[src/rtl/classifier_topic_aging_if.sv]
// classifier_topic_aging_if
// Bundles the aging block's topic-memory and expire-notification traffic:
//   topic_etime_rd/raddr    -> etime read request (aging block drives)
//   topic_etime_ack/rdata   <- etime read response (memory drives)
//   topic_key_wr/waddr/wdata-> key clear write (aging block drives)
//   expire_valid/tid        -> expired entry notification (aging block drives)
//   expire_ack              <- notification accepted (hash cleanup drives)
// master: the aging block.  slave: the memory / hash-cleanup side.

`ifndef TOPIC_VALUE_DEPTH_NBITS
`define TOPIC_VALUE_DEPTH_NBITS 10
`endif
`ifndef EXP_TIME_NBITS
`define EXP_TIME_NBITS 32
`endif
`ifndef TOPIC_KEY_NBITS
`define TOPIC_KEY_NBITS 32
`endif

interface classifier_topic_aging_if #(
    parameter int VALUE_DEPTH_NBITS = `TOPIC_VALUE_DEPTH_NBITS,
    parameter int ETIME_NBITS       = `EXP_TIME_NBITS,
    parameter int KEY_NBITS         = `TOPIC_KEY_NBITS
);
    logic                         topic_etime_rd;
    logic [VALUE_DEPTH_NBITS-1:0] topic_etime_raddr;
    logic                         topic_etime_ack;
    logic [ETIME_NBITS-1:0]       topic_etime_rdata;
    logic                         topic_key_wr;
    logic [VALUE_DEPTH_NBITS-1:0] topic_key_waddr;
    logic [KEY_NBITS-1:0]         topic_key_wdata;
    logic                         expire_valid;
    logic [VALUE_DEPTH_NBITS-1:0] expire_tid;
    logic                         expire_ack;

    modport master (
        output topic_etime_rd, topic_etime_raddr,
        input  topic_etime_ack, topic_etime_rdata,
        output topic_key_wr, topic_key_waddr, topic_key_wdata,
        output expire_valid, expire_tid,
        input  expire_ack
    );

    modport slave (
        input  topic_etime_rd, topic_etime_raddr,
        output topic_etime_ack, topic_etime_rdata,
        input  topic_key_wr, topic_key_waddr, topic_key_wdata,
        input  expire_valid, expire_tid,
        output expire_ack
    );
endinterface

[src/rtl/classifier_topic_aging.sv]
// classifier_topic_aging
// Periodic background sweep of the topic value table. Every entry's
// expiration time is read; entries with a non-zero etime at or before
// current_time get their key cleared and are reported to hash cleanup.
// The sweep yields the topic memories whenever app_busy is high.
// Ports:
//   clk, rst_n      clock, asynchronous active-low reset
//   scan_en         sweep enable; dropping it aborts at the next entry boundary
//   scan_interval   idle cycles spent in WAIT before a sweep starts
//   current_time    present time for the expiry compare
//   app_busy        datapath owns the topic memories this cycle
//   mem             topic memory / expire notification bundle (master side)
//   scan_active     high while a sweep is walking entries
//   scan_done       one-cycle pulse when the last entry has been handled
//   expire_count    expirations in the current or last sweep (saturating)
//
// state  | meaning
// IDLE   | reload interval counter, wait for scan_en
// WAIT   | count down scan_interval before starting a sweep
// READ   | issue etime read for addr (held off while app_busy)
// ACK    | wait for etime read data
// CHECK  | compare captured etime against current_time
// EXPIRE | clear key + notify hash cleanup, hold notification until ack
// NEXT   | advance to next entry, finish sweep, or abort on scan_en low

`ifndef TOPIC_VALUE_DEPTH_NBITS
`define TOPIC_VALUE_DEPTH_NBITS 10
`endif
`ifndef EXP_TIME_NBITS
`define EXP_TIME_NBITS 32
`endif
`ifndef TOPIC_KEY_NBITS
`define TOPIC_KEY_NBITS 32
`endif

module classifier_topic_aging #(
    parameter int VALUE_DEPTH_NBITS = `TOPIC_VALUE_DEPTH_NBITS,
    parameter int ETIME_NBITS       = `EXP_TIME_NBITS
) (
    input  logic                     clk,
    input  logic                     rst_n,
    input  logic                     scan_en,
    input  logic [15:0]              scan_interval,
    input  logic [ETIME_NBITS-1:0]   current_time,
    input  logic                     app_busy,
    classifier_topic_aging_if.master mem,
    output logic                     scan_active,
    output logic                     scan_done,
    output logic [15:0]              expire_count
);

    typedef enum logic [2:0] {
        ST_IDLE,
        ST_WAIT,
        ST_READ,
        ST_ACK,
        ST_CHECK,
        ST_EXPIRE,
        ST_NEXT
    } state_t;

    localparam logic [VALUE_DEPTH_NBITS-1:0] ADDR_LAST = '1;

    state_t                       state, state_nxt;
    logic [VALUE_DEPTH_NBITS-1:0] addr;
    logic [15:0]                  wait_cnt;
    logic [ETIME_NBITS-1:0]       etime_q;
    logic                         wr_done;

    logic etime_rd, key_wr, exp_valid, done_pulse;
    logic load_wait, dec_wait, start_sweep, capture, addr_inc, addr_clr;
    logic expired;

    assign expired = (etime_q != '0) && (etime_q <= current_time);

    always_comb begin
        state_nxt   = state;
        etime_rd    = 1'b0;
        key_wr      = 1'b0;
        exp_valid   = 1'b0;
        done_pulse  = 1'b0;
        load_wait   = 1'b0;
        dec_wait    = 1'b0;
        start_sweep = 1'b0;
        capture     = 1'b0;
        addr_inc    = 1'b0;
        addr_clr    = 1'b0;
        case (state)
            ST_IDLE: begin
                load_wait = 1'b1;
                if (scan_en) state_nxt = ST_WAIT;
            end
            ST_WAIT: begin
                // WAIT lasts scan_interval cycles, never fewer than one.
                if (!scan_en) begin
                    state_nxt = ST_IDLE;
                end else if (wait_cnt <= 16'd1) begin
                    start_sweep = 1'b1;
                    state_nxt   = ST_READ;
                end else begin
                    dec_wait = 1'b1;
                end
            end
            ST_READ: begin
                if (!app_busy) begin
                    etime_rd  = 1'b1;
                    state_nxt = ST_ACK;
                end
            end
            ST_ACK: begin
                if (mem.topic_etime_ack) begin
                    capture   = 1'b1;
                    state_nxt = ST_CHECK;
                end
            end
            ST_CHECK: begin
                state_nxt = expired ? ST_EXPIRE : ST_NEXT;
            end
            ST_EXPIRE: begin
                // Key write is a single strobe; the notification stays up
                // from that cycle until hash cleanup accepts it.
                if (!wr_done && !app_busy) begin
                    key_wr    = 1'b1;
                    exp_valid = 1'b1;
                end
                if (wr_done) exp_valid = 1'b1;
                if (exp_valid && mem.expire_ack) state_nxt = ST_NEXT;
            end
            ST_NEXT: begin
                if (addr == ADDR_LAST) begin
                    done_pulse = 1'b1;
                    addr_clr   = 1'b1;
                    state_nxt  = ST_IDLE;
                end else if (scan_en) begin
                    addr_inc  = 1'b1;
                    state_nxt = ST_READ;
                end else begin
                    state_nxt = ST_IDLE;
                end
            end
            default: state_nxt = ST_IDLE;
        endcase
    end

    always_ff @(posedge clk or negedge rst_n) begin
        if (!rst_n) begin
            state        <= ST_IDLE;
            addr         <= '0;
            wait_cnt     <= '0;
            etime_q      <= '0;
            wr_done      <= 1'b0;
            expire_count <= '0;
        end else begin
            state   <= state_nxt;
            wr_done <= (state_nxt == ST_EXPIRE) && (wr_done || key_wr);

            if (load_wait)     wait_cnt <= scan_interval;
            else if (dec_wait) wait_cnt <= wait_cnt - 16'd1;

            if (start_sweep || addr_clr) addr <= '0;
            else if (addr_inc)           addr <= addr + 1'b1;

            if (capture) etime_q <= mem.topic_etime_rdata;

            if (start_sweep)
                expire_count <= '0;
            else if (key_wr && (expire_count != 16'hFFFF))
                expire_count <= expire_count + 16'd1;
        end
    end

    assign mem.topic_etime_rd    = etime_rd;
    assign mem.topic_etime_raddr = addr;
    assign mem.topic_key_wr      = key_wr;
    assign mem.topic_key_waddr   = addr;
    assign mem.topic_key_wdata   = '0;
    assign mem.expire_valid      = exp_valid;
    assign mem.expire_tid        = addr;

    assign scan_active = (state != ST_IDLE) && (state != ST_WAIT);
    assign scan_done   = done_pulse;

endmodule

[src/flat_wrapper.sv]
// flat-port wrapper written by rule: the top's interface ports become plain ports
module classifier_topic_aging_flat 
#(
    parameter int VALUE_DEPTH_NBITS = `TOPIC_VALUE_DEPTH_NBITS,
    parameter int ETIME_NBITS       = `EXP_TIME_NBITS
)
  (clk, rst_n, scan_en, scan_interval, current_time, app_busy, scan_active, scan_done, expire_count, mem_topic_etime_rd, mem_topic_etime_raddr, mem_topic_etime_ack, mem_topic_etime_rdata, mem_topic_key_wr, mem_topic_key_waddr, mem_topic_key_wdata, mem_expire_valid, mem_expire_tid, mem_expire_ack);
  classifier_topic_aging_if #(.VALUE_DEPTH_NBITS(VALUE_DEPTH_NBITS), .ETIME_NBITS(ETIME_NBITS), .KEY_NBITS(`TOPIC_KEY_NBITS)) mem_i ();
  input  logic clk;
  input  logic rst_n;
  input  logic scan_en;
  input  logic [15:0] scan_interval;
  input  logic [ETIME_NBITS-1:0] current_time;
  input  logic app_busy;
  output logic scan_active;
  output logic scan_done;
  output logic [15:0] expire_count;
  output wire logic [$bits(mem_i.topic_etime_rd)-1:0] mem_topic_etime_rd;
  output wire logic [$bits(mem_i.topic_etime_raddr)-1:0] mem_topic_etime_raddr;
  input wire logic [$bits(mem_i.topic_etime_ack)-1:0] mem_topic_etime_ack;
  input wire logic [$bits(mem_i.topic_etime_rdata)-1:0] mem_topic_etime_rdata;
  output wire logic [$bits(mem_i.topic_key_wr)-1:0] mem_topic_key_wr;
  output wire logic [$bits(mem_i.topic_key_waddr)-1:0] mem_topic_key_waddr;
  output wire logic [$bits(mem_i.topic_key_wdata)-1:0] mem_topic_key_wdata;
  output wire logic [$bits(mem_i.expire_valid)-1:0] mem_expire_valid;
  output wire logic [$bits(mem_i.expire_tid)-1:0] mem_expire_tid;
  input wire logic [$bits(mem_i.expire_ack)-1:0] mem_expire_ack;
  assign mem_topic_etime_rd = mem_i.topic_etime_rd;
  assign mem_topic_etime_raddr = mem_i.topic_etime_raddr;
  assign mem_i.topic_etime_ack = mem_topic_etime_ack;
  assign mem_i.topic_etime_rdata = mem_topic_etime_rdata;
  assign mem_topic_key_wr = mem_i.topic_key_wr;
  assign mem_topic_key_waddr = mem_i.topic_key_waddr;
  assign mem_topic_key_wdata = mem_i.topic_key_wdata;
  assign mem_expire_valid = mem_i.expire_valid;
  assign mem_expire_tid = mem_i.expire_tid;
  assign mem_i.expire_ack = mem_expire_ack;
  classifier_topic_aging #(.VALUE_DEPTH_NBITS(VALUE_DEPTH_NBITS), .ETIME_NBITS(ETIME_NBITS)) u_core (.clk(clk), .rst_n(rst_n), .scan_en(scan_en), .scan_interval(scan_interval), .current_time(current_time), .app_busy(app_busy), .mem(mem_i), .scan_active(scan_active), .scan_done(scan_done), .expire_count(expire_count));
endmodule
[config.mk]
export PLATFORM = sky130hd
export DESIGN_NAME = classifier_topic_aging_flat
export DESIGN_NICKNAME = d
export VERILOG_FILES = /design/src/rtl/classifier_topic_aging_if.sv /design/src/rtl/classifier_topic_aging.sv /design/src/flat_wrapper.sv
export SDC_FILE = /design/constraint.sdc
export NUM_CORES = 1
export LEC_CHECK = 0
export BUFFER_PORTS_ARGS = -buffer_cell sky130_fd_sc_hd__buf_2
export CAP_MARGIN = 20
export CELL_PAD_IN_SITES_DETAIL_PLACEMENT = 1
export CELL_PAD_IN_SITES_GLOBAL_PLACEMENT = 2
export CORE_ASPECT_RATIO = 1.4
export CORE_MARGIN = 2
export CORE_UTILIZATION = 32
export CTS_BUF_LIST = sky130_fd_sc_hd__clkbuf_16
export DETAILED_ROUTE_END_ITERATION = 8
export PLACE_DENSITY_LB_ADDON = 0.25
export SLEW_MARGIN = 0
export SYNTH_ARGS = -nofsm -noshare
export SYNTH_HDL_FRONTEND = slang
export SYNTH_SLANG_ARGS = --single-unit
[constraint.sdc]
create_clock -name clk -period 3.82 [get_ports clk]
set_input_delay 0.573 -clock clk [delete_from_list [all_inputs] [get_ports clk]]
set_output_delay 0.573 -clock clk [all_outputs]
set_load 0.005 [all_outputs]
; Yosys cells after proc, flatten, opt, wreduce, memory -nomap -nowiden
; Cells that the tools add are included.
[word_totals]
register_bits = 78
in_bits = 86
output_inout_bits = 83
elab_cells = 74
[classes]
addsub = 3
order_cmp = 2
eq_ne = 10
muxes = 37
reduce_logical = 16
[op_table]
columns = op, count
row1 = 16-bit 2-to-1 mux, 4
row2 = 32-bit less-or-equal comparator, 1
row3 = 32-bit nonzero test, 1
row4 = 1-bit 2-to-1 mux, 21
row5 = 3-bit 2-to-1 mux, 7
row6 = 3-bit one-hot mux with 7 select lines, 1
row7 = 10-bit 2-to-1 mux, 2
row8 = "16-bit by 1-bit adder with 16-bit output, second input constant", 1
row9 = "16-bit by 1-bit less-or-equal comparator with 1-bit output, second input constant", 1
row10 = "16-bit inequality test, second input constant", 1
row11 = "16-bit by 1-bit subtractor with 16-bit output, second input constant", 1
row12 = "3-bit == test, second input constant", 4
row13 = "10-bit by 1-bit adder with 10-bit output, second input constant", 1
row14 = "10-bit == test, second input constant", 1
row15 = "3-bit by 2-bit == test with 1-bit output, second input constant", 2
row16 = 1-bit logical AND, 6
row17 = 2-bit nonzero test, 3
row18 = 2-bit 2-to-1 mux, 2
row19 = "3-bit by 1-bit == test with 1-bit output, second input constant", 1
row20 = 3-bit zero test, 1
row21 = "3-bit by 1-bit inequality test with 1-bit output, second input constant", 1
row22 = 3-bit nonzero test, 1
row23 = 1-bit zero test, 2
row24 = 1-bit logical OR, 2

; Logic depth before layout (Yosys ltp)
; Gate-level depths: netlist of the first run.
[depth]
word_depth = 10
mapped_depth = 9
depth_no_buf = 8

; Worst setup path before layout of the first run
; Ideal clock, no wire load.
[synth_path]
path_kind = flip-flop to flip-flop
startpoint = reg u_core.wait_cnt[13]
endpoint = reg u_core.wr_done
setup_ps = 122
arrival_ps = 2207
required_ps = 3698
slack_ps = 1491
path_stages_with_launch = 6
n_path_buf = 0
synth_period_minus_slack_ps = 2329
cell_sequence = dfrtp_1 -> or4_4 -> or4_4 -> o21a_4 -> or3_1 -> o2111a_1
[synth_via]
elab_chain_cells = 6
[synth_lines]
columns = item, line_no
row1 = start: declaration, classifier_topic_aging.sv:66  ; logic [15:0] wait_cnt;
row2 = start signal: assignment, classifier_topic_aging.sv:157  ; if (load_wait) wait_cnt <= scan_interval;
row3 = start signal: assignment, classifier_topic_aging.sv:158  ; else if (dec_wait) wait_cnt <= wait_cnt - 16'd1;
row4 = 16-bit by 1-bit less-or-equal comparator with 1-bit output, classifier_topic_aging.sv:97  ; end else if (wait_cnt <= 16'd1) begin
row5 = 3-bit 2-to-1 mux, classifier_topic_aging.sv:97
row6 = 3-bit 2-to-1 mux, classifier_topic_aging.sv:95  ; if (!scan_en) begin
row7 = 3-bit one-hot mux with 7 select lines, classifier_topic_aging.sv:88  ; case (state)
row8 = 3-bit == test, classifier_topic_aging.sv:155  ; wr_done <= (state_nxt == ST_EXPIRE) && (wr_done || key_wr);
row9 = 1-bit logical AND, classifier_topic_aging.sv:155
row10 = end signal: assignment, classifier_topic_aging.sv:155
row11 = end: declaration, classifier_topic_aging.sv:68  ; logic wr_done;
; Every way passes these cells.
; A chain may end at the register's enable or synchronous reset.

; Worst setup path in the final report of the first run
[layout_path]
startpoint = reg u_core.wait_cnt[13]
endpoint = reg u_core.wait_cnt[11]
[layout_via]
elab_chain_cells = 5
[layout_lines]
columns = item, line_no
row1 = 16-bit by 1-bit less-or-equal comparator with 1-bit output, classifier_topic_aging.sv:97
row2 = 1-bit 2-to-1 mux, classifier_topic_aging.sv:97
row3 = 1-bit 2-to-1 mux, classifier_topic_aging.sv:95
row4 = 1-bit 2-to-1 mux, classifier_topic_aging.sv:88
row5 = 2-bit nonzero test (no line), -
; Every way passes these cells.

==> results of run 1 <==
-- cells in the final DEF, fill, tap and decap left out, types with 2 or more instances in the layout --
cell type | netlist | routed
buf_2 | 3 | 135
dfrtp_1 | 78 | 78
nor2_1 | 47 | 47
inv_1 | 45 | 45
a21oi_1 | 37 | 37
ha_1 | 36 | 36
mux2_2 | 33 | 33
conb_1 | 1 | 32
xnor2_1 | 26 | 26
nor4_1 | 17 | 17
nor3_1 | 17 | 16
nand4_1 | 15 | 15
nand2_1 | 15 | 15
o21ai_0 | 14 | 14
nand3_1 | 12 | 12
clkbuf_16 | 0 | 9
xor2_1 | 7 | 7
and4_1 | 5 | 5
or3_1 | 5 | 5
and3_1 | 4 | 4
buf_4 | 52 | 4
nor2b_1 | 3 | 3
o211ai_1 | 3 | 3
nand3b_1 | 3 | 3
clkinvlp_4 | 0 | 3
a21o_1 | 2 | 2
a31oi_1 | 2 | 2
or4_4 | 2 | 2
and3_2 | 2 | 2
or2_2 | 2 | 2
o21ai_1 | 2 | 2
bufinv_16 | 0 | 2
-- through the flow --
step	instance area [um^2]	std cells
2_1_floorplan	5060	550
3_3_place_gp	5560	817
3_5_place_dp	5560	817
4_1_cts	5880	832
5_1_grt	5880	832
6_report	5880	832
-- worst max-delay path: stages (launching register included) --
cell       delay (ns)
dfrtp_1          0.39
or4_4            0.55
or4_4            0.53
o2111ai_1        0.55
nor3_1           0.12
xnor2_1          0.21
a21oi_1          0.09
-- power groups by stage --
stage | clock [mW] | combinational [mW] | sequential [mW]
2_1_floorplan | 0 | 0.950 | 1.32
6_report | 0.915 | 1.20 | 1.40
3_5_place_dp | 0 | 1.21 | 1.42
5_1_grt | 0.986 | 1.38 | 1.45
3_3_place_gp | 0 | 1.16 | 1.41
4_1_cts | 0.949 | 1.22 | 1.40
-- state kept, by name, summed over array words and instances, names as in the netlist --
signal,flops
u_core.etime_q,32
u_core.expire_count,16
u_core.mem.expire_tid,10
u_core.state,3
u_core.wait_cnt,16
u_core.wr_done,1
-- path summary, 6_finish.rpt --
check / depth (start not counted) / to / start / slack [ns]
min: 1 / u_core.etime_q[17] / rst_n / 0.37
min in group clk: 2 / u_core.etime_q[26] / mem_topic_etime_rdata[26] / 0.47
max in group asynchronous: 2 / u_core.expire_count[2] / rst_n / 2.72
max reg2reg: 6 / u_core.wait_cnt[11] / u_core.wait_cnt[13] / 1.21
min reg2reg: 1 / u_core.etime_q[3] / u_core.etime_q[3] / 0.55
max: 6 / u_core.wait_cnt[11] / u_core.wait_cnt[13] / 1.21
-- layout make-up --
class                           count  area, um^2  area share
Tap cell                          192         240      0.0409
Sequential cell                    78        1950       0.332
Inverter                           45         169      0.0287
Multi-Input combinational cell    363        2500       0.425
Clock inverter                      6        87.6      0.0149
Timing Repair Buffer              139         706       0.120
Clock buffer                        9         225      0.0383
-- per-layer routing --
metal	part of all wire	wire length (um)
met5	0	0
met4	0.010	134
met3	0.054	690
met1	0.40	5150
met2	0.53	6860
-- cell families (layout without fill, tap and decap cells) --
logic type,count (synthesis),count (layout),share of synthesized area
XOR/XNOR,33,33,0.0585
flip-flops,78,78,0.395
multiplexers,34,34,0.0772
AND/OR/NAND/NOR,155,155,0.164
AO/OA/AOI/OAI,73,73,0.0883
other,1,32,0.000758
buffers and inverters,109,199,0.125
adder cells (fa/ha/maj),36,36,0.0911
==> impl_metrics.env, run 1 <==
export IMPL_final_setup_worst_slack_ns=1.21
export IMPL_synth_area_per_cell_um2=9.53
export IMPL_hold_violations=0
export IMPL_via_per_inst=4.85
export IMPL_synth_area_leaders="dfrtp_1, ha_1, buf_4"
export IMPL_cts_hold_buf=0
export IMPL_critical_path_class="reg2reg"
export IMPL_yosysTopAreaCellShare=0.395
export IMPL_max_cap_viol_count=0
export IMPL_timing_max_slew_rel_slack=0.356
export IMPL_globalRouteMet3Util=0.0374
export IMPL_met1_usage=0.175
export IMPL_ir_drop_mv=0.214
export IMPL_worstSetupStartpointType="flop"
export IMPL_synth_seq_cells=78
export IMPL_ys_flop_type="dfrtp_1"
export IMPL_nets=758
export IMPL_clk_pin_slew_worst_paths_ns=0.06
export IMPL_first_global_vias=4305
export IMPL_chipHeight_um=151
export IMPL_worstMarginPinSlew_ns=0.963
export IMPL_status="complete, no violations"
export IMPL_layout_worst_path_cycle_share=0.683
export IMPL_root_buffer="clkbuf_16"
export IMPL_intPower_mw=2.26
export IMPL_combPwrFrac=0.340
export IMPL_core_mm2=0.0151
export IMPL_firstDrtPassIters=4
export IMPL_p_per_area_mw_per_mm2=598
export IMPL_cts_resized=0
export IMPL_post_drt_wl_per_cell_um=15.4
export IMPL_finalPower_mw=3.51
export IMPL_fin_util=0.390
export IMPL_n_antenna_cell=0
export IMPL_synth_edf_count=0
export IMPL_clkPwrFrac=0.260
export IMPL_dr_total_vias=4034
export IMPL_grt_pass1_wl_um=20400
export IMPL_cts_made_buffers=9
export IMPL_fin_setup_tns_ns=0
export IMPL_slew_viol_final=0
export IMPL_dieWidth_um=109
export IMPL_cts_tree="yes"
export IMPL_die_area_mm2=0.0165
export IMPL_synth_common_cells="dfrtp_1, buf_4, nor2_1, inv_1, a21oi_1"
export IMPL_dp_final_hpwl_um=9950
export IMPL_yosysSeqAreaShare=0.395
export IMPL_synth_cell_types=51
export IMPL_power_switching_mw=1.25
export IMPL_p_leak_nw=2.97
export IMPL_hp_class="in2async"
export IMPL_required_ns=3.99
export IMPL_areaGrowthSynthToFinish_pct=18.8
export IMPL_seqPwrFrac=0.399
export IMPL_cts_buffer_depth=2
export IMPL_critPathCaptureType="flop"
export IMPL_insertion_delay_ns=0.34
export IMPL_track_usage=0.159
export IMPL_crit_arrival_ns=2.78
export IMPL_synthCells=519
export IMPL_synth_most_common_cell="dfrtp_1"
export IMPL_wirelength_um=12800
export IMPL_ys_warn_count=0
export IMPL_setup_viol_count_final=0
export IMPL_layout_min_cycle_time_ns=2.61
export IMPL_fmax_mhz=383
export IMPL_htree_levels=3
export IMPL_antenna_found_initial=0
export IMPL_drive_above_1_share=0.308
export IMPL_power_switching_share=0.356
export IMPL_portBuffers=136
export IMPL_busiest_layer="met2"
export IMPL_cts_sinks=78
export IMPL_synth_area_mm2=0.00494
export IMPL_clock_skew_ns=0.00651
export IMPL_floorplan_initialDensity=0.328
export IMPL_dr_first_iter_drc_count=116
export IMPL_rows=53
export IMPL_gr_total_overflow=0
export IMPL_antenna_left=0
export IMPL_worstPathMaxFanout=7
export IMPL_fillers=1778
export IMPL_drc=0
export IMPL_yosys_area_top_type="dfrtp_1"
export IMPL_grt_max_degree=69
export IMPL_postCtsSetupRepairBufs=0
export IMPL_post_place_ws_ns=1.15
export IMPL_gp_congestion=0.773
export IMPL_whs_ns=0.366
export IMPL_rsz0062_at_grt="no"
export IMPL_met2_usage=0.298
export IMPL_ios=169
export IMPL_synth_async_sr_flop_share=1.00
(Power assumes the default switching activity.)
==> run 2, diff against run 1 <==
--- a/config.mk
+++ b/config.mk
@@ -11,7 +11,7 @@
 export CELL_PAD_IN_SITES_GLOBAL_PLACEMENT = 2
 export CORE_ASPECT_RATIO = 1.4
 export CORE_MARGIN = 2
-export CORE_UTILIZATION = 32
+export CORE_UTILIZATION = 30
 export CTS_BUF_LIST = sky130_fd_sc_hd__clkbuf_16
 export DETAILED_ROUTE_END_ITERATION = 8
 export PLACE_DENSITY_LB_ADDON = 0.25
==> constraint.sdc (replaced) <==
create_clock -name clk -period 2.6 [get_ports clk]
set_input_delay 0.39 -clock clk [delete_from_list [all_inputs] [get_ports clk]]
set_output_delay 0.39 -clock clk [all_outputs]
set_load 0.005 [all_outputs]
==> impl_metrics.env, run 2 (synthesis results as in run 1) <==
export IMPL_setup_viol_count_final=0
export IMPL_max_cap_viol_count=0
export IMPL_p_per_area_mw_per_mm2=853
export IMPL_via_per_inst=4.73
export IMPL_antenna_left=0
export IMPL_areaGrowthSynthToFinish_pct=19.8
export IMPL_fin_setup_tns_ns=0
export IMPL_root_buffer="clkbuf_16"
export IMPL_grt_max_degree=44
export IMPL_whs_ns=0.0149
export IMPL_post_place_ws_ns=0.162
export IMPL_worstMarginPinSlew_ns=0.603
export IMPL_cts_tree="yes"
export IMPL_grt_pass1_wl_um=21400
export IMPL_reg2reg_from="u_core.wait_cnt[13]"
export IMPL_timing_max_slew_rel_slack=0.595
export IMPL_rows=55
export IMPL_reg2regPathDepth=5
export IMPL_ios=169
export IMPL_largest_register_ffs=32
export IMPL_fmax_mhz=409
export IMPL_dp_final_hpwl_um=10200
export IMPL_firstDrtPassIters=4
export IMPL_gp_congestion=0.786
export IMPL_hp_class="in2async"
export IMPL_cts_hold_buf=0
export IMPL_clk_pin_slew_worst_paths_ns=0.06
export IMPL_portBuffers=136
export IMPL_ir_drop_mv=0.339
export IMPL_hold_violations=0
export IMPL_track_usage=0.154
export IMPL_cts_resized=0
export IMPL_status="complete, no violations"
export IMPL_gr_total_overflow=0
export IMPL_dr_first_iter_drc_count=132
export IMPL_drc=0
export IMPL_layout_common_cells="buf_2, dfrtp_1, inv_1, nor2_1, a21oi_1"
export IMPL_chipHeight_um=156
export IMPL_worstSetupStartpointType="flop"
export IMPL_p_leak_nw=3.02
export IMPL_dr_total_vias=3999
export IMPL_layout_worst_path_cycle_share=0.939
export IMPL_clock_skew_ns=0.00475
export IMPL_required_ns=2.82
export IMPL_cts_sinks=78
export IMPL_cts_made_buffers=9
export IMPL_htree_levels=3
export IMPL_fillers=1901
export IMPL_critical_path_class="reg2reg"
export IMPL_finalPower_mw=5.05
export IMPL_die_area_mm2=0.0175
export IMPL_n_antenna_cell=0
export IMPL_antenna_found_initial=0
export IMPL_dieWidth_um=113
export IMPL_layout_min_cycle_time_ns=2.44
export IMPL_first_global_vias=4312
export IMPL_post_drt_wl_per_cell_um=15.4
export IMPL_insertion_delay_ns=0.34
export IMPL_postCtsSetupRepairBufs=0
export IMPL_worstReg2RegEnd="u_core.wr_done"
export IMPL_crit_arrival_ns=2.67
export IMPL_reg_largest_list="u_core.etime_q: 32 flops, u_core.expire_count: 16 flops, u_core.wait_cnt: 16 flops"
export IMPL_final_common_cell="buf_2"
export IMPL_wirelength_um=13000
export IMPL_nets=765
export IMPL_cts_buffer_depth=2
export IMPL_rsz0062_at_grt="no"
export IMPL_slew_viol_final=0
export IMPL_final_setup_worst_slack_ns=0.158
export IMPL_reg2reg_slack_ns=0.16
export IMPL_critPathCaptureType="flop"
export IMPL_floorplan_initialDensity=0.306
export IMPL_core_mm2=0.0162
export IMPL_worstPathMaxFanout=4
export IMPL_drive_above_1_share=0.308
export IMPL_regMostFlops="u_core.etime_q"
==> run 2: changes by cell type in the layout (fill, tap and decap cells not counted) <==
cell / before / now
inv_1: 45 / 49
clkinvlp_4: 3 / 0
clkinv_2: 1 / 0
buf_12: 0 / 2
clkinv_1: 0 / 1
buf_4: 4 / 9
bufinv_16: 2 / 1
==> run 2: metal layers <==
metal / global-route usage / vias to the layer above / share of wire
met5: 0 / - / 0
met4: 0.0453 / 0 / 0.011
met3: 0.0416 / 10 / 0.055
met2: 0.278 / 99 / 0.52
met1: 0.178 / 1925 / 0.41
li1: - / 1965 / -
==> run 2: worst max-delay path: stages, from the launching register on <==
cell and delay, ns:
dfrtp_1 0.39, or4_4 0.55, or4_4 0.53, o21a_4 0.23, or3_1 0.37, o2111a_1 0.25
==> run 2: through the flow <==
step / instance area [um^2] / utilization / std cells
after CTS: 5920 / 0.366 / 846
after floorplan: 5060 / - / 550
after detailed placement: 5650 / 0.349 / 831
final: 5920 / 0.366 / 846
after global placement: 5650 / 0.349 / 831
after global routing: 5920 / 0.366 / 846
==> run 2: worst max path at each step <==
| stage | depth (start not counted) | to | startpoint | slack [ns] |
|---|---|---|---|---|
| floorplan | 5 | u_core.wr_done | u_core.wait_cnt[13] | 0.27 |
| global placement | 8 | u_core.wr_done | current_time[31] | 0.20 |
| detailed placement | 8 | u_core.wr_done | current_time[30] | 0.16 |
| CTS | 5 | u_core.wr_done | u_core.wait_cnt[13] | 0.14 |
| global route | 5 | u_core.wr_done | u_core.wait_cnt[13] | 0.09 |
| finish | 5 | u_core.wr_done | u_core.wait_cnt[13] | 0.16 |
==> run 2: layout make-up <==
cell class / count / area [um^2] / share of cell area
multi-input cells: 363 / 2500 / 0.421
flip-flops and latches: 78 / 1950 / 0.330
repair buffers: 146 / 783 / 0.132
well taps: 199 / 249 / 0.0420
clock buffers: 9 / 225 / 0.0380
inverters: 45 / 169 / 0.0285
clock inverters: 6 / 48.8 / 0.00824
==> run 2: power by group <==
| part | total, mW | switching, mW | internal, mW |
|---|---|---|---|
| registers | 2.06 | 0.424 | 1.63 |
| clock network | 1.20 | 0.480 | 0.721 |
| logic | 1.79 | 0.913 | 0.880 |
==> run 3, diff against run 2 <==
--- a/config.mk
+++ b/config.mk
@@ -15,6 +15,7 @@
 export CTS_BUF_LIST = sky130_fd_sc_hd__clkbuf_16
 export DETAILED_ROUTE_END_ITERATION = 8
 export PLACE_DENSITY_LB_ADDON = 0.25
+export SETUP_SLACK_MARGIN = 0.4
 export SLEW_MARGIN = 0
 export SYNTH_ARGS = -nofsm -noshare
 export SYNTH_HDL_FRONTEND = slang
==> impl_metrics.env, run 3 (synthesis results as in run 1) <==
export IMPL_antenna_left=0
export IMPL_worstReg2RegEnd="u_core.wr_done"
export IMPL_hp_class="in2async"
export IMPL_whs_ns=0.0816
export IMPL_critPathCapture="u_core.wr_done"
export IMPL_antenna_found_initial=0
export IMPL_reg2regPathDepth=5
export IMPL_areaGrowthSynthToFinish_pct=22.7
export IMPL_timing_max_slew_rel_slack=0.585
export IMPL_grt_pass1_wl_um=21800
export IMPL_portBuffers=136
export IMPL_cts_buffer_depth=2
export IMPL_largest_register_ffs=32
export IMPL_insertion_delay_ns=0.33
export IMPL_clk_pin_slew_worst_paths_ns=0.06
export IMPL_post_place_ws_ns=0.120
export IMPL_cts_made_buffers=9
export IMPL_startpoint="u_core.wait_cnt[12]"
export IMPL_cts_hold_buf=0
export IMPL_final_common_cell="buf_2"
export IMPL_gp_congestion=0.745
export IMPL_first_global_vias=4362
export IMPL_setup_viol_count_final=0
export IMPL_p_per_area_mw_per_mm2=853
export IMPL_cts_sinks=78
export IMPL_ios=169
export IMPL_track_usage=0.154
export IMPL_layout_common_cells="buf_2, dfrtp_1, nor2_1, inv_1, a21oi_1"
export IMPL_drc=0
export IMPL_post_drt_wl_per_cell_um=15.5
export IMPL_firstDrtPassIters=5
export IMPL_wirelength_um=13200
export IMPL_layout_min_cycle_time_ns=2.30
export IMPL_p_leak_nw=3.08
export IMPL_nets=775
export IMPL_root_buffer="clkbuf_16"
export IMPL_dr_total_vias=4112
export IMPL_critical_path_class="reg2reg"
export IMPL_grt_max_degree=45
export IMPL_status="complete, no violations"
export IMPL_worstSetupStartpointType="flop"
export IMPL_multiInputGateArea_mm2=0.00257
export IMPL_die_area_mm2=0.0175
export IMPL_floorplan_initialDensity=0.306
export IMPL_max_cap_viol_count=0
export IMPL_final_setup_worst_slack_ns=0.300
export IMPL_worstMarginPinSlew_ns=0.622
export IMPL_fmax_mhz=435
export IMPL_dp_cells=831
export IMPL_regMostFlops="u_core.etime_q"
export IMPL_fin_setup_tns_ns=0
export IMPL_slew_viol_final=0
export IMPL_n_antenna_cell=0
export IMPL_finalInstanceArea_mm2=0.00607
export IMPL_ir_drop_mv=0.287
export IMPL_dieWidth_um=113
export IMPL_finalPower_mw=5.17
export IMPL_core_mm2=0.0162
export IMPL_htree_levels=3
export IMPL_critPathCaptureType="flop"
export IMPL_cts_tree="yes"
export IMPL_rsz0062_at_grt="yes"
export IMPL_clock_skew_ns=0.00921
export IMPL_instances_no_fill=855
export IMPL_reg2reg_slack_ns=0.30
export IMPL_layout_worst_path_cycle_share=0.885
export IMPL_placed_area_mm2=0.00564
export IMPL_seq_area_mm2=0.00195
export IMPL_worstPathMaxFanout=4
export IMPL_fin_util=0.375
export IMPL_crit_arrival_ns=2.51
export IMPL_required_ns=2.81
export IMPL_dr_first_iter_drc_count=101
export IMPL_chipHeight_um=156
export IMPL_hold_violations=0
export IMPL_drive_above_1_share=0.338
export IMPL_via_per_inst=4.81
export IMPL_reg_largest_list="u_core.etime_q: 32 flops, u_core.expire_count: 16 flops, u_core.wait_cnt: 16 flops"
export IMPL_reg2reg_from="u_core.wait_cnt[12]"
export IMPL_gr_total_overflow=0
export IMPL_rows=55
export IMPL_fillers=1931
export IMPL_dp_final_hpwl_um=10200
run 3: power by group:
group          total [mW]  switching, mW  internal, mW  leakage [nW]
registers            2.06          0.430          1.63         0.978
clock network        1.23          0.499         0.728         0.139
logic                1.89          0.953         0.932          1.96
total                5.17           1.88          3.29          3.08
run 3: final cells by class:
cell class                      count  area share
Clock buffer                        9      0.0371
Inverter                           45      0.0278
Multi-Input combinational cell    363       0.423
Tap cell                          199      0.0410
Clock inverter                      5     0.00866
Timing Repair Buffer              156       0.141
Sequential cell                    78       0.322
run 3: critical path: stages (launching register included):
cell and delay [ns]:
dfrtp_1 0.38, or4_4 0.54, or4_4 0.47, o21a_4 0.22, or3_4 0.33, o2111a_1 0.24
run 3: repair_timing:
item | 4_1_cts | 5_1_grt
endpoints found under the setup margin | 27 | 44
setup buffers | 10 | 0
pin swaps | 10 | 11
gates resized for setup | 7 | 9
run 3: worst min path at each step:
stage	slack, ns	cells past startpoint	end	from
finish	0.08	1	u_core.etime_q[17]	rst_n
global route	0.12	1	u_core.etime_q[17]	rst_n
CTS	0.09	1	u_core.etime_q[17]	rst_n
detailed placement	0.46	1	u_core.etime_q[17]	rst_n
global placement	0.45	1	u_core.etime_q[20]	rst_n
floorplan	0.09	0	u_core.etime_q[0]	rst_n
run 3: metal layers:
metal / part of all wire / up-vias / track usage
met2: 0.53 / 101 / 0.280
met5: 0 / - / 0
met3: 0.048 / 12 / 0.0315
met1: 0.41 / 2002 / 0.182
met4: 0.015 / 0 / 0.0447
li1: - / 1997 / -
